$ cat config.mk
export PLATFORM = sky130hd
export DESIGN_NAME = cart_prg_reader
export DESIGN_NICKNAME = d
export VERILOG_FILES = /design/src/rtl/cart_prg_reader.sv
export SDC_FILE = /design/constraint.sdc
export NUM_CORES = 1
export LEC_CHECK = 0
export BUFFER_PORTS_ARGS = -buffer_cell sky130_fd_sc_hd__buf_2
export CAP_MARGIN = 20
export CORE_UTILIZATION = 30
export CTS_BUF_LIST = sky130_fd_sc_hd__clkbuf_8
export DETAILED_ROUTE_END_ITERATION = 6
export HOLD_SLACK_MARGIN = 0.06
export PLACE_DENSITY_LB_ADDON = 0.2
export SYNTH_ARGS = -nofsm -noshare
export SYNTH_HDL_FRONTEND = slang
export SYNTH_SLANG_ARGS = --single-unit
$ cat constraint.sdc
create_clock -name CLOCK_50 -period 5.1 [get_ports CLOCK_50]
set_input_delay 0.765 -clock CLOCK_50 [delete_from_list [all_inputs] [get_ports CLOCK_50]]
set_output_delay 0.765 -clock CLOCK_50 [all_outputs]
set_load 0.005 [all_outputs]
$ cat src/rtl/cart_prg_reader.sv
// NES cartridge PRG read sequencer: drives CPU_A/M2/ROMSEL with NES-like read timing and streams bytes out.
// Optional CHECKSUM output (16-bit byte sum) enabled by defining CART_PRG_READER_CHECKSUM_EN.
module cart_prg_reader #(
   parameter int unsigned CLK_DIV = 14
) (
   input  logic        CLOCK_50,
   input  logic        RESET_N,
   input  logic        START,
   input  logic [14:0] START_ADDR,
   input  logic [15:0] LENGTH,
   input  logic [7:0]  CPU_D,
   output logic [14:0] CPU_A,
   output logic        CPU_RW,
   output logic        M2,
   output logic        ROMSEL,
   output logic [7:0]  OUT_DATA,
   output logic        OUT_VALID,
   input  logic        OUT_READY,
   output logic        BUSY,
   output logic        DONE
`ifdef CART_PRG_READER_CHECKSUM_EN
   ,
   output logic [15:0] CHECKSUM
`endif
);

   typedef enum logic [1:0] {S_IDLE, S_ADDR, S_ACCESS, S_HOLD} state_t;

   localparam logic [7:0] DIV_LAST = 8'(CLK_DIV - 1);

   state_t      state_q, state_d;
   logic [7:0]  div_q, div_d;
   logic [14:0] addr_q, addr_d;
   logic [15:0] rem_q, rem_d;
   logic [7:0]  data_q, data_d;
   logic        done_q, done_d;
   logic        m2_q, m2_d;
   logic        romsel_q, romsel_d;
   logic        xfer;

   assign xfer = (state_q == S_HOLD) && OUT_READY;

   always_comb begin
      state_d = state_q;
      div_d   = div_q;
      addr_d  = addr_q;
      rem_d   = rem_q;
      data_d  = data_q;
      done_d  = 1'b0;
      case (state_q)
         S_IDLE: begin
            if (START) begin
               addr_d = START_ADDR;
               rem_d  = LENGTH;
               div_d  = 8'd0;
               if (LENGTH == 16'd0) done_d  = 1'b1;
               else                 state_d = S_ADDR;
            end
         end
         S_ADDR: begin
            if (div_q == DIV_LAST) begin
               div_d   = 8'd0;
               state_d = S_ACCESS;
            end else begin
               div_d = div_q + 8'd1;
            end
         end
         S_ACCESS: begin
            if (div_q == DIV_LAST) begin
               div_d   = 8'd0;
               data_d  = CPU_D;
               state_d = S_HOLD;
            end else begin
               div_d = div_q + 8'd1;
            end
         end
         S_HOLD: begin
            if (OUT_READY) begin
               addr_d = addr_q + 15'd1;
               rem_d  = rem_q - 16'd1;
               if (rem_q == 16'd1) begin
                  state_d = S_IDLE;
                  done_d  = 1'b1;
               end else begin
                  state_d = S_ADDR;
               end
            end
         end
         default: state_d = S_IDLE;
      endcase
      // Bus strobes are registered from the next state so they leave the chip glitch-free.
      m2_d     = (state_d == S_ACCESS);
      romsel_d = ~m2_d;
   end

   always_ff @(posedge CLOCK_50 or negedge RESET_N) begin
      if (!RESET_N) begin
         state_q  <= S_IDLE;
         div_q    <= 8'd0;
         addr_q   <= 15'd0;
         rem_q    <= 16'd0;
         data_q   <= 8'd0;
         done_q   <= 1'b0;
         m2_q     <= 1'b0;
         romsel_q <= 1'b1;
      end else begin
         state_q  <= state_d;
         div_q    <= div_d;
         addr_q   <= addr_d;
         rem_q    <= rem_d;
         data_q   <= data_d;
         done_q   <= done_d;
         m2_q     <= m2_d;
         romsel_q <= romsel_d;
      end
   end

`ifdef CART_PRG_READER_CHECKSUM_EN
   logic [15:0] csum_q, csum_d;

   always_comb begin
      csum_d = csum_q;
      if ((state_q == S_IDLE) && START) csum_d = 16'd0;
      else if (xfer)                    csum_d = csum_q + {8'h00, data_q};
   end

   always_ff @(posedge CLOCK_50 or negedge RESET_N) begin
      if (!RESET_N) csum_q <= 16'd0;
      else          csum_q <= csum_d;
   end

   assign CHECKSUM = csum_q;
`endif

   assign CPU_A     = addr_q;
   assign CPU_RW    = 1'b1;
   assign M2        = m2_q;
   assign ROMSEL    = romsel_q;
   assign OUT_DATA  = data_q;
   assign OUT_VALID = (state_q == S_HOLD);
   assign BUSY      = (state_q != S_IDLE);
   assign DONE      = done_q;

endmodule
---- Word-level counts from Yosys, hierarchy flattened ----
Index checks and enable logic that the tools add are counted.
cells by class
  mux-type cells .......................... 21
  add/subtract/negate cells ............... 3
  bitwise operators ....................... 1
  reductions and logical operators ........ 9
  eq/ne operators ......................... 8
operators by type and width
  cell                                                   number
  two-way mux 16 bit                                     2
  case mux 16 bit (2 select lines)                       1
  two-way mux 15 bit                                     2
  case mux 15 bit (2 select lines)                       1
  == test 16 x 1 -> 1 bit, second input constant         1
  logical NOT 16 bit                                     1
  two-way mux 8 bit                                      2
  case mux 8 bit (2 select lines)                        1
  subtractor 16 x 1 -> 16 bit, second input constant     1
  adder 15 x 1 -> 15 bit, second input constant          1
  two-way mux 2 bit                                      5
  adder 8 x 1 -> 8 bit, second input constant            1
  == test 8 x 4 -> 1 bit, second input constant          1
  case mux 2 bit (4 select lines)                        1
  == test 2 bit, second input constant                   3
  nonzero test 2 bit                                     3
  two-way mux 1 bit                                      5
  AND reduction 2 bit                                    2
  AND reduction 3 bit                                    1
  == test 2 x 1 -> 1 bit, second input constant          1
  logical NOT 2 bit                                      1
  inequality test 2 x 1 -> 1 bit, second input constant  1
  inequality test 2 bit, second input constant           1
  case mux 1 bit (2 select lines)                        1
  other kinds (2)                                        2
storage, ports and cells
  flip-flop bits (word level) ............. 52
  output and inout bits ................... 29
  logic and storage cells ................. 50

---- Logic depth before layout (Yosys ltp) ----
  word-level depth ........................ 6
  mapped depth ............................ 9
  gate-level depth less buffers ........... 7

---- Worst setup path after synthesis ----
No wires, ideal clock.
  path type ............................... reg-to-reg
  from .................................... reg state_q[0]
  to ...................................... reg addr_q[3] (netlist: CPU_A[3])
  arrival ................................. 1.848 ns
  path buffers ............................ 2
  slack ................................... 3.115 ns
  period minus slack after synthesis ...... 1.985 ns
  cell stages (with the launch flop) ...... 10
  cells stage by stage .................... dfrtp_1 > inv_1 > ha_1 > nand2b_1 > a21oi_1 > buf_2 > buf_1 > nand2_1 > mux2i_1 > a21oi_1
between the ends
  longest elaborated chain between the ends .. 3
RTL lines
  item                                                                           line  source
  start, declared                                                                31    state_t state_q, state_d;
  start signal, assigned                                                         107   state_q <= state_d;
  == test 2 bit or logical NOT 2 bit (tied branches)                             50    case (state_q)
  inequality test 2 x 1 -> 1 bit (no source line), or another cell as far along  -
  AND reduction 3 bit (no source line)                                           -
  end signal, assigned                                                           109   addr_q <= addr_d;
  end, declared                                                                  33    logic [14:0] addr_q, addr_d;
Several ways; a longest one is shown, not always the timed one.
A chain may end at the register's enable or synchronous reset.

---- Worst setup path after layout ----
  from .................................... reg state_q[0]
  to ...................................... reg addr_q[10] (netlist: CPU_A[10])
Same word-level chain as after synthesis.

==> summary.md <==
| Metric | Value |
|---|---|
| Result of the run | `completed` |
| Flops & latches, synth | `52` |
| Starting density of the core | `31.4%` |
| Worst-skew pair later-pin latency | `0.31 ns` |
| Compound-cell area share of the yosys netlist | `21.0%` |
| Final cycle utilization of the critical path | `50.8%` |
| Area share of and/or/nand/nor cells after synthesis | `19.1%` |
| Clock Skew | `0.0115 ns` |
| Hold Crit Start | `OUT_DATA[7]` |
| Total congestion overflow | `0` |
| Number of cells on the worst hold path | `1` |
| Synth Area in XOR/XNOR | `1.79%` |
| Multiplexer fraction of the synthesized cell area | `6.15%` |
| R2r endpoint | `CPU_A[10]` |
| Setup repair after global routing missed its margin | `false` |
| Critical path class | `register to register` |
| Worst-case hold slack | `0.515 ns` |
| Sequence of cells on the critical path | `ha_2 -> buf_4 -> nor2b_1 -> a21oi_2 -> nand2_1 -> o221a_2` |
| Post-CTS resize count | `0` |
| Most common cell after layout, fill and taps aside | `sky130_fd_sc_hd__buf_2` |
| NumNets Final | `435` |
| Number of clock sinks seen by CTS | `52` |
| Slowest cell on crit path | `sky130_fd_sc_hd__a21oi_2` |
| Sequential area share after synthesis | `44.5%` |
| Top cells by area, synth | `sky130_fd_sc_hd__dfrtp_1 44%, sky130_fd_sc_hd__a21oi_1 5.0%, sky130_fd_sc_hd__ha_1 3.8%` |
| Hold crit path type | `register to register` |
| Total routed wirelength | `7390 um` |
| Share of post-route cells with drive strength above 1 | `26.0%` |
| Routed Antenna Nets | `0` |
| Total vias in the final route | `2615` |
| Deepest level of the CTS H-tree | `2` |
| Synthesized-area fraction occupied by adder cells | `3.85%` |
| Final slew viol count | `0` |
| Ports placed on the boundary | `72` |
| Worst Tran Pin Value | `0.712 ns` |
| Main combinational cell family by area after synthesis | `compound AO/OA/AOI/OAI gates` |
| Type of element capturing the critical path | `register` |
| Fin Setup TNS | `0 ns` |
| Cells on worst reg2reg path | `6` |
| Synthesized netlist cell count | `319` |
| Finished Layout Cells | `513` |
| Signal arrival time at the worst endpoint | `2.80 ns` |
| Total Power Consumption | `1.58 mW` |
| CTS Root Cell | `sky130_fd_sc_hd__clkbuf_8` |
| EDFF count, synth | `0` |
| Syn Nets | `371` |
| Hold_buf cts | `0` |
| Primary flip-flop cell chosen by synthesis mapping | `sky130_fd_sc_hd__dfrtp_1` |
| Die H | `101 um` |
| Endpoint, Worst Hold | `OUT_DATA[7]` |
| GP Congestion | `0.807` |
| Post-synth top area share | `43.6%` |
| Cell area after synthesis | `2930 sq um` |
| Library cell occupying the most area in the post-synthesis netlist | `sky130_fd_sc_hd__dfrtp_1` |
| Launching point of the worst reg2reg path | `state_q[0]` |
| Ratio of routed vias to standard cells | `5.10` |
| Core box area | `9330 sq um` |
| Flop2flop setup slack | `2.51 ns` |
| Count of placed standard cells including taps | `505` |
| Maximum ir drop on the vdd rail | `0.133 mV` |
| Final worst path period need | `2.59 ns` |
| Total routing usage reported by global routing | `15.2%` |
| Top fanout value on the critical path | `52` |
| Chip width | `101 um` |
| Delay contributed by the slowest stage of the critical path | `0.48 ns` |
| Upper clock frequency limit | `386 MHz` |
| Setup bufs post-CTS | `0` |
| Total of max-cap violations | `0` |
| Required @ worst endpoint | `5.31 ns` |
| Bufs on Longest Clock Path | `2` |
| Async set-or-reset flop fraction in the synthesized netlist | `100%` |
| TritonCTS clock tree | `yes` |
| Ant diodes | `0` |
| Detailed Place HPWL | `5190 um` |
| YS warnings | `0` |
| Highest-count cells in the layout ignoring fill and taps | `70 x sky130_fd_sc_hd__buf_2, 51 x sky130_fd_sc_hd__dfrtp_1, 29 x sky130_fd_sc_hd__nor2_1` |
| Sort of element at the start of the critical path | `register` |
| Synthesized area divided by synthesized cell count | `9.18 sq um` |
| Unique cell type count in the Yosys netlist | `51` |
| Routed wirelength normalized by instance count | `14.4 um` |
| Slew margin rel. | `52.6%` |
| Total power divided by cell area | `449 nW/um^2` |
| Clock buffers created by TritonCTS | `5` |
| DRC violation total after the first TritonRoute iteration | `134` |
| Cell row count | `35` |
| Final-report setup violation count | `0` |
| Number of detailed-route iterations in the first pass | `4` |
| First-pass GRT wire length | `12200 um` |
| Leakage Power | `1.54 nW` |
| Number of antenna violations at the first check in global routing | `0` |
| Quantity of I/O buffers inserted on ports | `70` |
| Clock transition at path regs | `0.10 ns` |
| Remaining routing DRC violations | `0` |
| Area delta synth->final | `20.0%` |
| Final-report hold violation count | `0` |
| Die Footprint | `10200 sq um` |
| Vias in the first global route | `2538` |
| Largest net degree at the start of global routing | `53` |
how the worst max path moves through the flow:
stage | startpoint | end | cells past startpoint
global route | state_q[0] | CPU_A[11] | 7
floorplan | state_q[0] | CPU_A[3] | 9
global placement | state_q[0] | CPU_A[2] | 6
detailed placement | state_q[0] | CPU_A[4] | 6
CTS | state_q[0] | CPU_A[4] | 6
finish | state_q[0] | CPU_A[10] | 6
per-stage QoR:
step | instance area (sq um) | utilization (%) | setup WS, ns
finish | 3510 | 37.7 | 2.51
global route | 3510 | 37.7 | 2.30
CTS | 3510 | 37.7 | 2.50
detailed placement | 3400 | 36.5 | 2.50
global placement | 3400 | 36.5 | 2.55
floorplan | 2930 | - | 3.12
sequential cells by signal, indices dropped and copies added (netlist names):
signal	count
state_q	2
CPU_A	15
OUT_DATA	8
DONE	1
div_q	8
rem_q	16
ROMSEL	1
M2	1
layer usage:
metal | track usage, % | vias to the layer above | wire, um
li1 | - | 1298 | -
met1 | 20.2 | 1240 | 3500
met2 | 25.1 | 67 | 3450
met3 | 2.77 | 10 | 335
met4 | 4.68 | 0 | 106
met5 | 0 | - | 0
cells by family after synthesis:
logic type	Yosys count
compound gates	98
xor+xnor	6
fa+ha+maj	9
buf+inv	26
flops	52
mux	17
other cells	1
simple gates	110
synth_stat cells, drive strengths merged, types with 2 or more instances:
cell and count:
or4 2, o22ai 13, xor2 2, nor2b 3
xnor2 4, nand2 24, or2 3, a31oi 5
clkbuf 10, o21a 4, o22a 6, nand4 6
inv 10, a21oi 29, buf 6, nor4 9
mux2i 9, and3 10, a2bb2oi 3, nor2 29
mux2 8, nor3 5, nand3 12, ha 9
dfrtp 51, o221a 3, a21o 3, o21ai 22
nand2b 3
worst max-delay path: cells and delay by family (launching register included):
family | cells | cell delay, ns
fa+ha+maj | 1 | 0.21
simple gates | 2 | 0.70
buf+inv | 1 | 0.29
flops | 1 | 0.45
compound gates | 2 | 0.84
area by class of cell:
type	instances	area (sq um)
Clock buffer	5	68.8
Clock inverter	3	42.5
Fill cell	1000	5810
Inverter	10	37.5
Multi-Input combinational cell	241	1530
Sequential cell	52	1300
Tap cell	129	161
Timing Repair Buffer	73	373
power breakdown:
group,leakage (nW),internal [mW],switching [mW]
clock,0.0599,0.147,0.145
sequential,0.615,0.549,0.172
combinational,0.861,0.264,0.300
total,1.54,0.960,0.617
(Power assumes the default switching activity.)
